## config.mk

```make
export PLATFORM = sky130hd
export DESIGN_NAME = muldiv_sequencer
export DESIGN_NICKNAME = d
export VERILOG_FILES = /design/src/rtl/muldiv_sequencer.sv
export SDC_FILE = /design/constraint.sdc
export NUM_CORES = 1
export LEC_CHECK = 0
export CAP_MARGIN = 20
export CORE_MARGIN = 5
export CORE_UTILIZATION = 45
export CTS_CLUSTER_SIZE = 12
export DETAILED_ROUTE_END_ITERATION = 6
export PLACE_DENSITY = 0.67
export RECOVER_POWER = 100
export REMOVE_ABC_BUFFERS = 1
export SYNTH_ARGS = -nofsm -noshare
export SYNTH_HDL_FRONTEND = slang
export SYNTH_SLANG_ARGS = --single-unit
```

## constraint.sdc

```tcl
create_clock -name clk -period 3.5 [get_ports clk]
set_input_delay 0.7 -clock clk [delete_from_list [all_inputs] [get_ports clk]]
set_output_delay 0.7 -clock clk [all_outputs]
set_load 0.005 [all_outputs]
```

## src/rtl/muldiv_sequencer.sv

```systemverilog
// -----------------------------------------------------------------------------
// muldiv_sequencer
//
// Multi-cycle unsigned integer multiply/divide unit for the execute stage.
// Operands are captured when a MUL/DIV-class instruction is accepted in IDLE.
// The unit then iterates one bit per cycle for WORD_LEN cycles and returns one
// word on the cycle it pulses done. A flush from branch resolution aborts an
// in-flight operation without producing a result.
//
// Ports
//   clk     in   rising-edge clock
//   rst     in   synchronous, active-high reset
//   start   in   execute stage holds a mul/div instruction (sampled in IDLE)
//   op      in   00 MUL, 01 MULHU, 10 DIVU, 11 REMU
//   opA     in   multiplicand / dividend (post-forwarding)
//   opB     in   multiplier / divisor (post-forwarding)
//   flush   in   abort the current operation
//   stall   out  freeze IF/ID/EXE registers (combinational)
//   busy    out  registered, high while iterating
//   done    out  registered one-cycle pulse, result valid
//   result  out  registered, holds the last completed value
// -----------------------------------------------------------------------------
module muldiv_sequencer #(
    parameter int WORD_LEN = 32
) (
    input  logic                clk,
    input  logic                rst,
    input  logic                start,
    input  logic [1:0]          op,
    input  logic [WORD_LEN-1:0] opA,
    input  logic [WORD_LEN-1:0] opB,
    input  logic                flush,
    output logic                stall,
    output logic                busy,
    output logic                done,
    output logic [WORD_LEN-1:0] result
);

    localparam int CNT_W = $clog2(WORD_LEN + 1);

    localparam logic [1:0] OP_MUL   = 2'b00;
    localparam logic [1:0] OP_MULHU = 2'b01;
    localparam logic [1:0] OP_DIVU  = 2'b10;
    localparam logic [1:0] OP_REMU  = 2'b11;

    typedef enum logic [1:0] {
        S_IDLE = 2'd0,
        S_RUN  = 2'd1,
        S_DONE = 2'd2
    } state_t;

    // Pick the architectural result out of the shared {hi, lo} datapath.
    // Multiply keeps the product in {hi, lo}; divide keeps R in hi and Q in lo.
    function automatic logic [WORD_LEN-1:0] result_sel(
        input logic [1:0]          sel,
        input logic [WORD_LEN-1:0] hi,
        input logic [WORD_LEN-1:0] lo
    );
        logic [WORD_LEN-1:0] r;
        case (sel)
            OP_MUL:   r = lo;
            OP_MULHU: r = hi;
            OP_DIVU:  r = lo;
            OP_REMU:  r = hi;
            default:  r = lo;
        endcase
        return r;
    endfunction

    state_t              state_q, state_d;
    logic [1:0]          op_q, op_d;
    logic [WORD_LEN-1:0] a_q, a_d;
    logic [WORD_LEN-1:0] b_q, b_d;
    logic [WORD_LEN-1:0] hi_q, hi_d;
    logic [WORD_LEN-1:0] lo_q, lo_d;
    logic [CNT_W-1:0]    cnt_q, cnt_d;
    logic [WORD_LEN-1:0] result_q, result_d;
    logic                busy_q, busy_d;
    logic                done_q, done_d;

    // One-iteration step values for both algorithms
    logic [WORD_LEN:0]   mul_sum_s;
    logic [WORD_LEN-1:0] mul_hi_s;
    logic [WORD_LEN-1:0] mul_lo_s;
    logic [WORD_LEN:0]   div_sh_s;
    logic                div_ge_s;
    logic [WORD_LEN-1:0] div_r_s;
    logic [WORD_LEN-1:0] div_q_s;
    logic [WORD_LEN-1:0] step_hi_s;
    logic [WORD_LEN-1:0] step_lo_s;

    // Single shift-add / restoring-divide iteration on the current {hi, lo}.
    always_comb begin
        mul_sum_s = {1'b0, hi_q};
        if (lo_q[0]) begin
            mul_sum_s = {1'b0, hi_q} + {1'b0, a_q};
        end else begin
            mul_sum_s = {1'b0, hi_q};
        end
        // Shift {carry, hi, lo} right by one.
        mul_hi_s = mul_sum_s[WORD_LEN:1];
        mul_lo_s = {mul_sum_s[0], lo_q[WORD_LEN-1:1]};

        // Shift {R, Q} left by one; the compare needs the bit shifted out of R.
        div_sh_s = {hi_q, lo_q[WORD_LEN-1]};
        div_ge_s = (div_sh_s >= {1'b0, b_q});
        if (div_ge_s) begin
            // The difference is below the divisor, so it fits in WORD_LEN bits.
            div_r_s = div_sh_s[WORD_LEN-1:0] - b_q;
        end else begin
            div_r_s = div_sh_s[WORD_LEN-1:0];
        end
        div_q_s = {lo_q[WORD_LEN-2:0], div_ge_s};

        if (op_q[1]) begin
            step_hi_s = div_r_s;
            step_lo_s = div_q_s;
        end else begin
            step_hi_s = mul_hi_s;
            step_lo_s = mul_lo_s;
        end
    end

    // Next-state, datapath load and stall decode.
    always_comb begin
        state_d  = state_q;
        op_d     = op_q;
        a_d      = a_q;
        b_d      = b_q;
        hi_d     = hi_q;
        lo_d     = lo_q;
        cnt_d    = cnt_q;
        result_d = result_q;
        done_d   = 1'b0;
        stall    = 1'b0;

        case (state_q)
            S_IDLE: begin
                if (start && !flush) begin
                    stall = 1'b1;
                    op_d  = op;
                    a_d   = opA;
                    b_d   = opB;
                    if (op[1] && (opB == {WORD_LEN{1'b0}})) begin
                        // Divide by zero skips iteration entirely.
                        state_d = S_DONE;
                        done_d  = 1'b1;
                        if (op == OP_DIVU) begin
                            result_d = {WORD_LEN{1'b1}};
                        end else begin
                            result_d = opA;
                        end
                    end else begin
                        state_d = S_RUN;
                        cnt_d   = CNT_W'(WORD_LEN);
                        hi_d    = {WORD_LEN{1'b0}};
                        if (op[1]) begin
                            lo_d = opA;
                        end else begin
                            lo_d = opB;
                        end
                    end
                end else begin
                    state_d = S_IDLE;
                end
            end

            S_RUN: begin
                if (flush) begin
                    // Abort: pipeline is released this cycle, result untouched.
                    state_d = S_IDLE;
                end else begin
                    stall = 1'b1;
                    cnt_d = cnt_q - CNT_W'(1);
                    hi_d  = step_hi_s;
                    lo_d  = step_lo_s;
                    if (cnt_q == CNT_W'(1)) begin
                        // Last iteration: result is written as DONE is entered.
                        state_d  = S_DONE;
                        done_d   = 1'b1;
                        result_d = result_sel(op_q, step_hi_s, step_lo_s);
                    end else begin
                        state_d = S_RUN;
                    end
                end
            end

            S_DONE: begin
                // The instruction that produced the result is still in EXE,
                // so start is not looked at here and flush has nothing to undo.
                state_d = S_IDLE;
            end

            default: begin
                state_d = S_IDLE;
            end
        endcase

        busy_d = (state_d == S_RUN);
    end

    // State, datapath and registered outputs.
    always_ff @(posedge clk) begin
        if (rst) begin
            state_q  <= S_IDLE;
            op_q     <= 2'b00;
            a_q      <= {WORD_LEN{1'b0}};
            b_q      <= {WORD_LEN{1'b0}};
            hi_q     <= {WORD_LEN{1'b0}};
            lo_q     <= {WORD_LEN{1'b0}};
            cnt_q    <= {CNT_W{1'b0}};
            result_q <= {WORD_LEN{1'b0}};
            busy_q   <= 1'b0;
            done_q   <= 1'b0;
        end else begin
            state_q  <= state_d;
            op_q     <= op_d;
            a_q      <= a_d;
            b_q      <= b_d;
            hi_q     <= hi_d;
            lo_q     <= lo_d;
            cnt_q    <= cnt_d;
            result_q <= result_d;
            busy_q   <= busy_d;
            done_q   <= done_d;
        end
    end

    assign busy   = busy_q;
    assign done   = done_q;
    assign result = result_q;

endmodule

```

# Word-level counts from Yosys, hierarchy flattened
# Cells that the tools add are included.
classes:
  muxes: 37
  n_eq_ne: 12
  n_lt_le_gt_ge: 1
  n_addsub: 3
  reduce_logical: 12
op_table:
  columns: ["cell", "count"]
  rows:
  - ["$mux 32", 15]
  - ["$pmux 32 s2", 4]
  - ["$add 32x32->33", 1]
  - ["$ge 33x32->1", 1]
  - ["$mux 33", 1]
  - ["$logic_not 32->1", 1]
  - ["$sub 32x32->32", 1]
  - ["$mux 6", 3]
  - ["$pmux 6 s2", 1]
  - ["$ne 2x2->1 const B", 5]
  - ["$mux 2", 4]
  - ["$eq 2x1->1 const B", 3]
  - ["$eq 2x2->1 const B", 3]
  - ["$eq 6x1->1 const B", 1]
  - ["$mux 1", 6]
  - ["$sub 6x1->6 const B", 1]
  - ["$reduce_and 5->1", 1]
  - ["$logic_not 2->1", 2]
  - ["$pmux 1 s2", 2]
  - ["$pmux 2 s2", 1]
  - ["$reduce_and 4->1", 1]
  - ["$reduce_or 2->1", 2]
  - ["$logic_and 1x1->1", 2]
  - ["$reduce_and 2->1", 1]
  - ["2 further kinds", 2]
word_totals:
  out_inout_bits: 35
  reg_bits: 172
  input_bits: 70

# Longest topological paths before layout
# Gate-level depths: netlist (run 1).
logic_depth:
  ltp_word: 7
  mapped_depth: 15
  mapped_depth_nobuf: 14

# Least setup slack after synthesis (run 1)
# OpenSTA, ideal clock, no wires.
synth_path:
  path_kind: "flip-flop to flip-flop"
  from: "register hi_q[0]"
  to: "register result_q[25], in the netlist result[25]"
  t_required_ns: 3.366
  synth_period_minus_slack_ns: 3.032
  path_buffers: 0
  path_stages_with_launch: 14
  setup_slack_ns: 0.468
  setup_ns: 0.134
  arrival_time_ns: 2.898
  path_cell_list: "dfxtp_1 -> ha_1 -> inv_1 -> fa_1 -> nor2b_1 -> o2111ai_1 -> a21oi_1 -> o21ai_1 -> a211oi_1 -> o2111a_1 -> o21ai_0 -> a221o_1 -> a311oi_1 -> nor3_1"
synth_between:
  elab_chain_len: 7
  word_cells_on_any_way: 10
  classes_between: "add/sub (2); order compare (1); mux (7)"
synth_lines:
  columns: ["item", "line_no", "source"]
  rows:
  - ["start, declared", "74", "logic [WORD_LEN-1:0] hi_q, hi_d;"]
  - ["start signal, assigned", "209", "hi_q <= {WORD_LEN{1'b0}};"]
  - ["start signal, assigned", "220", "hi_q <= hi_d;"]
  - ["$add 32x32->33 (tied with other cells)", "96", "mul_sum_s = {1'b0, hi_q} + {1'b0, a_q};"]
  - ["$mux 33 / $mux 32 (equally long branches)", "95, 107", null]
  - ["$mux 32 (*)", "115", "if (op_q[1]) begin"]
  - ["$pmux 32 s2 (*)", "60", "case (sel)"]
  - ["$mux 32 (*)", "177", "if (cnt_q == CNT_W'(1)) begin"]
  - ["$mux 32 (*)", "169", "if (flush) begin"]
  - ["$pmux 32 s2 (*)", "137", "case (state_q)"]
  - ["end signal, assigned", "212", "result_q <= {WORD_LEN{1'b0}};"]
  - ["end signal, assigned", "223", "result_q <= result_d;"]
  - ["end, declared", "77", "logic [WORD_LEN-1:0] result_q, result_d;"]
# Mark *: on every way between the ends. The rest lies on a longest branch, timed or not. The select of a mux whose other input is x is not followed.
# A chain may end at the register's enable or synchronous reset.

# Worst setup path after layout (run 1)
layout_path:
  from: "register b_q[12]"
  to: "register result_q[29], in the netlist result[29]"
layout_between:
  elab_chain_len: 7
  word_cells_on_any_way: 8
  classes_between: "add/sub (1); order compare (1); mux (6)"
layout_lines:
  columns: ["item", "line_no", "source"]
  rows:
  - ["start, declared", "73", "logic [WORD_LEN-1:0] b_q, b_d;"]
  - ["start signal, assigned", "208", "b_q <= {WORD_LEN{1'b0}};"]
  - ["$sub 32x32->32 / $ge 33x32->1 (equally long branches)", "109, 106", null]
  - ["$mux 32 (*)", "107", "if (div_ge_s) begin"]
  - ["$mux 32 (*)", "115", null]
  - ["$pmux 32 s2 (*)", "60", null]
  - ["$mux 32 (*)", "177", null]
  - ["$mux 32 (*)", "169", null]
  - ["$pmux 32 s2 (*)", "137", null]
# Marks and branches as above.

==> key figures, run 1 <==
Status
  – Status: complete, but fails checks
  – Failing checks: capacitance limit, slew limit

GRT
  – First-pass GRT wire length: 70.10 mm
  – Gr busiest metal: met2
  – Met3 Use GR: 7.795%
  – Largest net degree at the start of global routing: 67
  – Met1 Use GR: 40.13%
  – GRT overflow: 0
  – Vias in the first global route: 11900
  – Grt met2 use: 45.08%
  – Initial antenna violation count: 1
  – GR Util All Layers: 29.28%

Clock network
  – # hold bufs at CTS: 0
  – Num CTS Buffers: 17
  – H-tree lvl count: 4
  – Clk_lat worst skew: 0.46 ns
  – Maximum clock path buffer count: 2
  – Clock slew at reported path FFs: 0.08 ns
  – CTS Sinks: 171
  – Root Buffer: clkbuf_16
  – TritonCTS clock tree: done

Pwr
  – NetSw: 1797 uW
  – Sw Ratio: 33.71%
  – Pwr Total: 5329 uW
  – Seq pwr share: 39.3%
  – Int Pwr: 3533 uW
  – Maximum vdd drop: 0.3097 mV
  – Comb pwr share: 23.7%
  – Power share of the clock group: 36.9%
  – Pwr dens: 373.1 nW/um^2
  – Leakage dissipation: 0.005666 uW

Floorplanning
  – CORE AREA: 26060 um^2
  – Starting Density: 45.69%
  – I/O pin count: 105
  – Die Area: 29810 um^2
  – Row cnt: 59
  – Die Wd: 172.7 um
  – Die H: 172.7 um

STA
  – Fmax: 0.2989 GHz
  – Final worst-path cycle share: 95.59%
  – Rel. slew slack: -12.50%
  – Hold Slack: 0.4576 ns
  – Clock Skew: 0.02222 ns
  – Post-route setup slack: 0.1543 ns
  – Worst-Margin Slew: 1.688 ns
  – Final count of hold timing violations: 0
  – Crit path time final: 3.346 ns
  – Max Slew Vio Count: 67
  – Setup-failing EPs final: 0

Cells and area
  – Multi-input gate area: 7945 um^2
  – Nets: 1836
  – Fillers: 2550
  – Register area: 3427 um^2
  – Area growth, synth to finish: 19.97%
  – Final std cells w/o fill: 2046
  – Antenna cells: 0
  – Layout cells sized above 1: 9.760%

Drt
  – Vias per Instance: 6.210
  – Routed len/inst: 22.41 um
  – Drt initial violations: 1445
  – ANT nets after route: 0
  – DRC: 0
  – Via count: 12710
  – Overall routed net length: 45.86 mm
  – 1st-pass router iterations: 5

Logic synthesis
  – Area leader, netlist: dfxtp_1
  – Sequential element share of the synthesized area: 28.75%
  – Cell Area, Synth: 11910 um^2
  – Netlist cell types: 82
  – Yosys reg bits: 171
  – Synth Warn #: 0
  – Leading post-synthesis cells by cell area: dfxtp_1 (29%), a21oi_1 (8.3%), nand2_1 (8.0%)
  – Syn Inst Count: 1594
  – Post-Syn Area per Cell: 7.469 um^2
  – Synth top area share: 28.75%
  – EDFF count, synth: 0
  – Synth Flop Type: dfxtp_1
  – Async SR Flop Fraction: 0%

Setup path
  – CP delay by family, top: compound AO/OA/AOI/OAI gates
  – Crit-path max cell delay: 0.49 ns
  – Buf/Inv on CP: 2
  – CP required: 3.88 ns
  – Max FO, Critical Path: 6
  – Kind of critical path: flip-flop to flip-flop
  – Startpoint types: flip-flop
  – Crit. path cell count: 13
  – Setup slack, reg-to-reg: 0.15 ns
  – Critical Path Slowest Stage Cell: mux4_2
  – Critical path endpoint category: flip-flop
  – Worst Setup SP: b_q[12]
  – Worst reg-to-reg path cell count: 13
  – Worst EP arrival: 3.72 ns
  – FF-to-FF Start: b_q[12]
  – Cells along the critical path: inv_1, ha_1, nand2_2, o41ai_2, o21ai_2, buf_4, a2111oi_4, a311oi_2, and4bb_1, a31oi_1, a31o_1, mux4_2, o22ai_2

Min path
  – Hold Path Depth: 2
  – Hold Crit Class: flip-flop to flip-flop
  – HP Start: b_q[22]

Placement
  – Placer Congestion: 0.9425
  – Placed cell count: 2010
  – Post-detail-place hpwl: 33.35 mm
  – Setup WS pre-CTS: -0.2126 ns
  – IO buf count: 104

Run
  – Max_cap viols: 1
[registers in the layout, indices dropped and copies added, names as in the netlist]
signal	flops
a_q	32
result	32
b_q	32
cnt_q	6
state_q	1
hi_q	32
busy	1
lo_q	32
op_q	2
done	1
[Yosys cell counts (all sizes together), types with 3 or more instances]
master	n
a31oi	24
o311ai	4
o21a	8
a32oi	6
nand4	14
o31ai	7
nor2	139
xnor2	31
a21o	22
o2111ai	4
ha	66
nand3	22
a211o	4
nand2	256
a32o	6
o221ai	5
a221oi	6
mux2	13
a22o	15
nand2b	9
xor2	22
inv	55
dfxtp	171
a211oi	50
clkbuf	86
and3	8
or2	5
mux2i	62
nor4	16
o211ai	17
buf	17
o22ai	15
a311oi	6
or3	9
nor2b	31
a22oi	3
nor3b	3
nor3	26
o21bai	7
a21boi	4
o21ai	87
a21oi	199
[cell usage in the layout, fill, tap and decap left out, types with 6 or more instances in the layout]
| master | Yosys | routed |
|---|---|---|
| nor3_1 | 26 | 25 |
| nand2_1 | 255 | 255 |
| a32oi_1 | 6 | 6 |
| dfxtp_1 | 171 | 170 |
| mux2i_1 | 62 | 62 |
| o21ai_0 | 83 | 81 |
| nand4_1 | 14 | 14 |
| a31oi_1 | 24 | 23 |
| and3_1 | 8 | 8 |
| a32o_1 | 6 | 6 |
| nor2_1 | 138 | 138 |
| a21o_1 | 22 | 22 |
| a22o_1 | 15 | 15 |
| dlygate4sd3_1 | 0 | 36 |
| xnor2_1 | 31 | 31 |
| nand3_1 | 22 | 22 |
| clkdlybuf4s50_1 | 0 | 66 |
| nor2b_1 | 31 | 27 |
| buf_4 | 1 | 70 |
| xor2_1 | 22 | 22 |
| inv_1 | 55 | 55 |
| a21oi_1 | 198 | 195 |
| o21a_1 | 8 | 8 |
| nor4_1 | 16 | 16 |
| o21bai_1 | 7 | 7 |
| o211ai_1 | 17 | 17 |
| nand2b_1 | 9 | 8 |
| mux2_2 | 13 | 13 |
| clkbuf_16 | 0 | 17 |
| o31ai_1 | 7 | 7 |
| a211oi_1 | 50 | 48 |
| or3_1 | 9 | 9 |
| o22ai_1 | 13 | 13 |
| ha_1 | 66 | 66 |
[kinds of logic (layout without fill, tap and decap cells)]
group                    Yosys count  count (layout)  synth area share, %
XOR/XNOR                          53              53                3.899
multiplexers                      77              77                6.821
adder cells (fa/ha/maj)           68              68                7.273
AO/OA/AOI/OAI                    519             519                27.78
flip-flops                       171             171                28.75
AND/OR/NAND/NOR                  548             548                20.25
buffers and inverters            158             275                5.223
[power groups by stage]
stage	clock network (uW)	logic (uW)	registers [uW]
floorplan	0	711	2130
global placement	0	1220	2140
detailed placement	0	1230	2140
CTS	1980	1230	2090
global route	2060	1360	2100
finish	1970	1270	2100
[metrics by stage]
| stage | utilization, % | instance area, um^2 | TNS (ns) |
|---|---|---|---|
| floorplan | - | 11490 | -365.57 |
| global placement | 52.40 | 13650 | -0.2582 |
| detailed placement | 52.40 | 13650 | -2.128 |
| CTS | 54.62 | 14230 | 0 |
| global route | 54.81 | 14280 | -0.08282 |
| finish | 54.81 | 14280 | 0 |
[layout make-up]
| class | instances | share of cell area, % |
|---|---|---|
| multi-input cells | 1265 | 55.63 |
| flip-flops and latches | 171 | 23.99 |
| repair buffers | 188 | 11.94 |
| clock buffers | 17 | 2.979 |
| well taps | 335 | 2.935 |
| inverters | 55 | 1.445 |
| clock inverters | 15 | 1.078 |
[final timing paths]
kind,to
max,result[29]
min,b_q[22]
max reg2reg,result[29]
min reg2reg,b_q[22]
[what timing repair did]
item / in CTS / in global routing
gates resized for setup: 0 / 14
buffers inserted: 0 / 4
endpoints found under the setup margin: 0 / 33
[per-layer routing]
metal  vias up  wire length (um)
met2       601             20080
met1      6064             20050
met5         -                13
li1       5954                 -
met4         2              1458
met3        84              4258
[worst min-delay path, cell delays in order (launching register included)]
cell,delay [ns]
dfxtp_1,0.31
nand2_1,0.05
a21oi_1,0.05
No activity file was read; power rests on OpenSTA's default activity.
==> run 2, diff against run 1 <==
Settings changed: CORE_MARGIN 5 to 3.
==> run 2 against run 1 <==
The run still ends with capacitance limit, slew limit left. Register-to-register slack worse by 0.08 ns. Largest power group unchanged. First-iteration DRC count is 2.6% higher. Routed wire length is 2.8% lower. Utilization is 0.93 points higher. Cell count hardly changed. Sequential share of layout area hardly changed. Clock skew is 0.0075 ns lower. Largest cell class unchanged. Critical path depth is 2 lower. Die area is 4.6% lower.
==> key figures, run 2 (synthesis results as in run 1) <==
Status
  – Status: complete, but fails checks
  – Failing checks: capacitance limit, slew limit

Cells and area
  – Most frequent cells in the layout: nand2_1 (255), a21oi_1 (197), dfxtp_1 (170), nor2_1 (138), o21ai_0 (81)
  – Final instance area: 14280 um^2
  – Fillers: 2500
  – Nets: 1840
  – Area growth, synth to finish: 19.93%
  – Antenna cells: 0
  – Layout cells sized above 1: 9.388%
  – Core Util, Final: 55.73%
  – Most common cell after layout, fill and taps aside: nand2_1
  – Final std cells w/o fill: 2045

Setup path
  – Kind of critical path: flip-flop to flip-flop
  – CP required: 3.83 ns
  – Setup slack, reg-to-reg: 0.08 ns
  – Worst EP arrival: 3.75 ns
  – Reg-to-reg endpoint: result[25]
  – Crit-path most repeated cell: a21oi_1
  – Crit-path max cell delay: 0.49 ns
  – Worst reg-to-reg path cell count: 11
  – Max FO, Critical Path: 5
  – Startpoint types: flip-flop
  – Critical Path Slowest Stage Cell: nor3b_1
  – Worst Setup SP: hi_q[11]
  – Critical path endpoint category: flip-flop
  – FF-to-FF Start: hi_q[11]
  – Cells along the critical path: ha_1, a21oi_1, o21ai_0, nor3b_1, a211oi_1, buf_4, o2111ai_1, a21oi_1, a221o_1, a311oi_2, nor3_1

Min path
  – Hold Crit Class: flip-flop to flip-flop
  – Min-Delay Endpoint: b_q[28]
  – HP Start: b_q[28]
  – Hold Path Depth: 2

Pwr
  – Comb pwr share: 23.3%
  – Int Pwr: 3599 uW
  – Power share of the clock group: 37.5%
  – Leakage dissipation: 0.005683 uW
  – Pwr dens: 373.9 nW/um^2
  – Maximum vdd drop: 0.3104 mV
  – NetSw: 1739 uW
  – Seq pwr share: 39.2%
  – Sw Ratio: 32.58%

GRT
  – Initial antenna violation count: 0
  – Largest net degree at the start of global routing: 73
  – First-pass GRT wire length: 68.80 mm
  – GR Util All Layers: 30.67%
  – GRT overflow: 0
  – Vias in the first global route: 12150

Clock network
  – Maximum clock path buffer count: 2
  – # hold bufs at CTS: 0
  – Clock slew at reported path FFs: 0.08 ns
  – TritonCTS clock tree: done
  – Num CTS Buffers: 17
  – H-tree lvl count: 4
  – CTS Sinks: 171
  – Clk_lat worst skew: 0.45 ns
  – Root Buffer: clkbuf_16

Placement
  – Setup WS pre-CTS: -0.1243 ns
  – Post-detail-place hpwl: 32.34 mm
  – Placer Congestion: 0.9688
  – Placed cell count: 2012
  – IO buf count: 104
  – Area after DPL: 13710 um^2

STA
  – Max Slew Vio Count: 67
  – Final worst-path cycle share: 97.74%
  – Setup Total Neg Slack: 0 ns
  – Fmax: 0.2923 GHz
  – Post-route setup slack: 0.07907 ns
  – RSZ-0062 raised after global routing: false
  – Final count of hold timing violations: 0
  – Crit path time final: 3.421 ns
  – Clock Skew: 0.01469 ns
  – Setup-failing EPs final: 0
  – Rel. slew slack: -13.65%
  – Worst-Margin Slew: 1.705 ns

Floorplanning
  – Die H: 168.7 um
  – I/O pin count: 105
  – Starting Density: 46.47%
  – Row cnt: 58
  – Die Area: 28440 um^2
  – CORE AREA: 25620 um^2
  – Die Wd: 168.7 um

Run
  – Max_cap viols: 1

Drt
  – Via count: 12770
  – 1st-pass router iterations: 5
  – ANT nets after route: 0
  – Drt initial violations: 1482
  – Vias per Instance: 6.246
  – Routed len/inst: 21.79 um
  – Overall routed net length: 44.57 mm
  – DRC: 0
## run 2: metrics by stage
stage	hold WS, ns	total power (uW)
finish	0.4557	5338
global route	0.4800	5541
CTS	0.4575	5345
detailed placement	0.4479	3362
global placement	0.4425	3354
floorplan	0.4303	2843
## run 2: power by group through the flow
stage / clock [uW] / combinational [uW] / sequential, uW
final: 2000 / 1240 / 2090
after global routing: 2100 / 1350 / 2100
after CTS: 2020 / 1240 / 2090
after detailed placement: 0 / 1230 / 2130
after global placement: 0 / 1220 / 2130
after floorplan: 0 / 711 / 2130
## run 2: final cells by class
class                           count  area, um^2  share of cell area [%]
Inverter                           55       206.4                   1.446
Timing Repair Buffer              192        1728                   12.10
Sequential cell                   171        3427                   24.00
Clock inverter                     12       125.1                  0.8764
Clock buffer                       20       478.0                   3.348
Tap cell                          330       412.9                   2.892
Multi-Input combinational cell   1265        7900                   55.33
## run 2: per-layer routing
metal / global-route usage [%] / vias to the layer above / wire, um
met5: 0 / - / 0
met4: 13.27 / 0 / 1937
met3: 6.119 / 110 / 3957
met2: 47.04 / 625 / 19190
met1: 42.03 / 6071 / 19480
li1: - / 5967 / -
## run 2: how the worst max path moves through the flow
stage | end | slack (ns) | cells past startpoint
6_report | result[25] | 0.08 | 11
5_1_grt | result[29] | 0.007 | 13
4_1_cts | result[25] | 0.16 | 15
3_5_place_dp | result[4] | -0.12 | 11
3_3_place_gp | result[12] | -0.03 | 11
2_1_floorplan | lo_q[1] | -4.23 | 5
## run 2: timing repair
action | CTS | global route
endpoints found under the setup margin | 0 | 4
buffers inserted | 0 | 1
resized for setup | 0 | 6
## run 2: critical path: cells and delay by family, from the launching register on
kind                       cells  cell delay (ns)
AOI/OAI and AO/OA              7             1.77
adders and majority gates      1             0.35
buffers and inverters          1             0.18
DFF                            1             0.44
and+or+nand+nor                2             0.57
==> run 3, diff against run 2 <==
Settings changed: CTS_CLUSTER_DIAMETER from default to 80, CTS_CLUSTER_SIZE 12 to 8, GPL_ROUTABILITY_DRIVEN from default to 0.
==> run 3 against run 2 <==
The flow still finishes with violations (capacitance limit, slew limit). Sequential power about the same. Maximum frequency about the same. Non-clock buffer count down 15. Design area down 0.81%. Setup slack better by 0.0034 ns. Critical path depth unchanged. Combinational power about the same. Via count down 1.1%. Critical endpoint is now result[8]. Highest routed layer unchanged.
==> key figures, run 3 (synthesis results as in run 1) <==
Drt
  – 1st-pass router iterations: 5
  – Vias per Instance: 6.222
  – Via count: 12640
  – DRC: 0
  – Drt initial violations: 1467
  – Overall routed net length: 44.06 mm
  – ANT nets after route: 0
  – Routed len/inst: 21.69 um

Pwr
  – Leakage dissipation: 0.005601 uW
  – Pwr dens: 380.1 nW/um^2
  – Maximum vdd drop: 0.3061 mV

Clock network
  – PostCTS Resize Cnt: 0
  – Clk_lat worst skew: 0.45 ns
  – Maximum clock path buffer count: 2
  – CTS Sinks: 171
  – TritonCTS clock tree: done
  – # hold bufs at CTS: 0
  – Clock slew at reported path FFs: 0.08 ns
  – Post-CTS Setup Inserts: 0
  – Num CTS Buffers: 17
  – Root Buffer: clkbuf_16
  – H-tree lvl count: 4

Floorplanning
  – Die H: 168.7 um
  – Starting Density: 46.47%
  – Row cnt: 58
  – CORE AREA: 25620 um^2
  – I/O pin count: 105
  – Die Wd: 168.7 um
  – Die Area: 28440 um^2

Cells and area
  – Most frequent cells in the layout: nand2_1 (255), a21oi_1 (198), dfxtp_1 (170), nor2_1 (138), o21ai_0 (82)
  – Nets: 1826
  – Final instance area: 14160 um^2
  – Antenna cells: 0
  – Most common cell after layout, fill and taps aside: nand2_1
  – Area growth, synth to finish: 18.96%
  – Layout cells sized above 1: 8.230%

STA
  – Setup-failing EPs final: 0
  – RSZ-0062 raised after global routing: false
  – Final count of hold timing violations: 0
  – Rel. slew slack: -4.395%
  – Hold Slack: 0.4589 ns
  – Crit path time final: 3.418 ns
  – Fmax: 0.2926 GHz
  – Final worst-path cycle share: 97.64%
  – Max Slew Vio Count: 67
  – Clock Skew: 0.01238 ns
  – Worst-Margin Slew: 1.566 ns

Setup path
  – Critical Path Slowest Stage Cell: nor4_1
  – Buf/Inv on CP: 3
  – Crit-path max cell delay: 0.50 ns
  – Startpoint types: primary input
  – CP required: 3.82 ns
  – CP delay by family, top: simple AND/OR/NAND/NOR gates
  – Kind of critical path: primary input to flip-flop
  – Worst EP arrival: 3.73 ns
  – Critical path endpoint category: flip-flop
  – Max FO, Critical Path: 4
  – Cells along the critical path: clkdlybuf4s50_1, nor4_1, clkbuf_1, nand4_1, nor3_1, or3_1, and3_1, nand2_1, clkbuf_1, a211oi_1, nor3_1

Placement
  – Area after DPL: 13580 um^2
  – Post-detail-place hpwl: 31.73 mm
  – IO buf count: 104

GRT
  – Met1 Use GR: 41.42%
  – Grt met2 use: 46.87%
  – GR Util All Layers: 30.23%
  – GRT overflow: 0
  – Gr busiest metal: met2
  – Largest net degree at the start of global routing: 74
  – First-pass GRT wire length: 67.99 mm
  – Initial antenna violation count: 0
  – Vias in the first global route: 11830
  – Met3 Use GR: 6.259%

Status
  – Status: complete, but fails checks
  – Failing checks: capacitance limit, slew limit

Min path
  – Hold Crit Class: flip-flop to flip-flop

Run
  – Max_cap viols: 1
run 3: cell count changes in the layout (fill, tap and decap cells not counted), sizes merged:
| cell | previous run | this run |
|---|---|---|
| clkbuf | 33 | 28 |
| clkinvlp | 1 | 2 |
| clkinv | 4 | 5 |
| or2 | 5 | 6 |
| bufinv | 1 | 2 |
| inv | 61 | 59 |
| buf | 77 | 66 |
run 3: report_power, final:
group | switching (uW) | internal (uW)
Sequential | 67.4 | 2020
Clock | 932 | 1120
Combinational | 753 | 490
Total | 1750 | 3630
run 3: per-layer routing:
layer / routed length, um / up-vias / part of all wire, %
li1: - / 5943 / -
met1: 19020 / 6012 / 43
met2: 19330 / 588 / 44
met3: 4087 / 94 / 9.3
met4: 1629 / 0 / 3.7
met5: 0 / - / 0
run 3: layout make-up:
type	count	area [um^2]
fillers	2488	11450
multi-input cells	1266	7889
flip-flops and latches	171	3427
repair buffers	177	1615
clock buffers	19	454.2
well taps	330	412.9
inverters	55	206.4
clock inverters	13	157.7
run 3: final timing paths:
kind | start | to | slack (ns) | depth (start not counted)
min reg2reg | b_q[24] | b_q[24] | 0.46 | 2
max | opB[14] | result[8] | 0.08 | 11
min | b_q[24] | b_q[24] | 0.46 | 2
max reg2reg | lo_q[31] | result[30] | 0.14 | 15
run 3: worst register-to-register path, stage by stage, from the launching register on:
cell      delay [ns]
dfxtp_1         0.35
inv_1           0.07
ha_1            0.15
inv_1           0.05
fa_1            0.42
a21o_1          0.21
nor2b_1         0.15
o311ai_1        0.26
buf_4           0.18
nand3_1         0.10
a311oi_2        0.34
buf_4           0.21
o311ai_0        0.15
a32oi_1         0.32
a31oi_1         0.14
nor3_1          0.19
run 3: metrics by stage:
step | std cells | total power (uW) | setup TNS [ns] | utilization (%) | setup WS [ns]
floorplan | 1491 | 2843 | -365.57 | - | -4.227
detailed placement | 1998 | 3346 | -0.2573 | 53.01 | -0.08805
global placement | 1998 | 3330 | 0 | 53.01 | 0.001574
finish | 2031 | 5384 | 0 | 55.28 | 0.08246
CTS | 2030 | 5369 | 0 | 55.40 | 0.1215
global route | 2031 | 5588 | 0 | 55.28 | 0.0008948
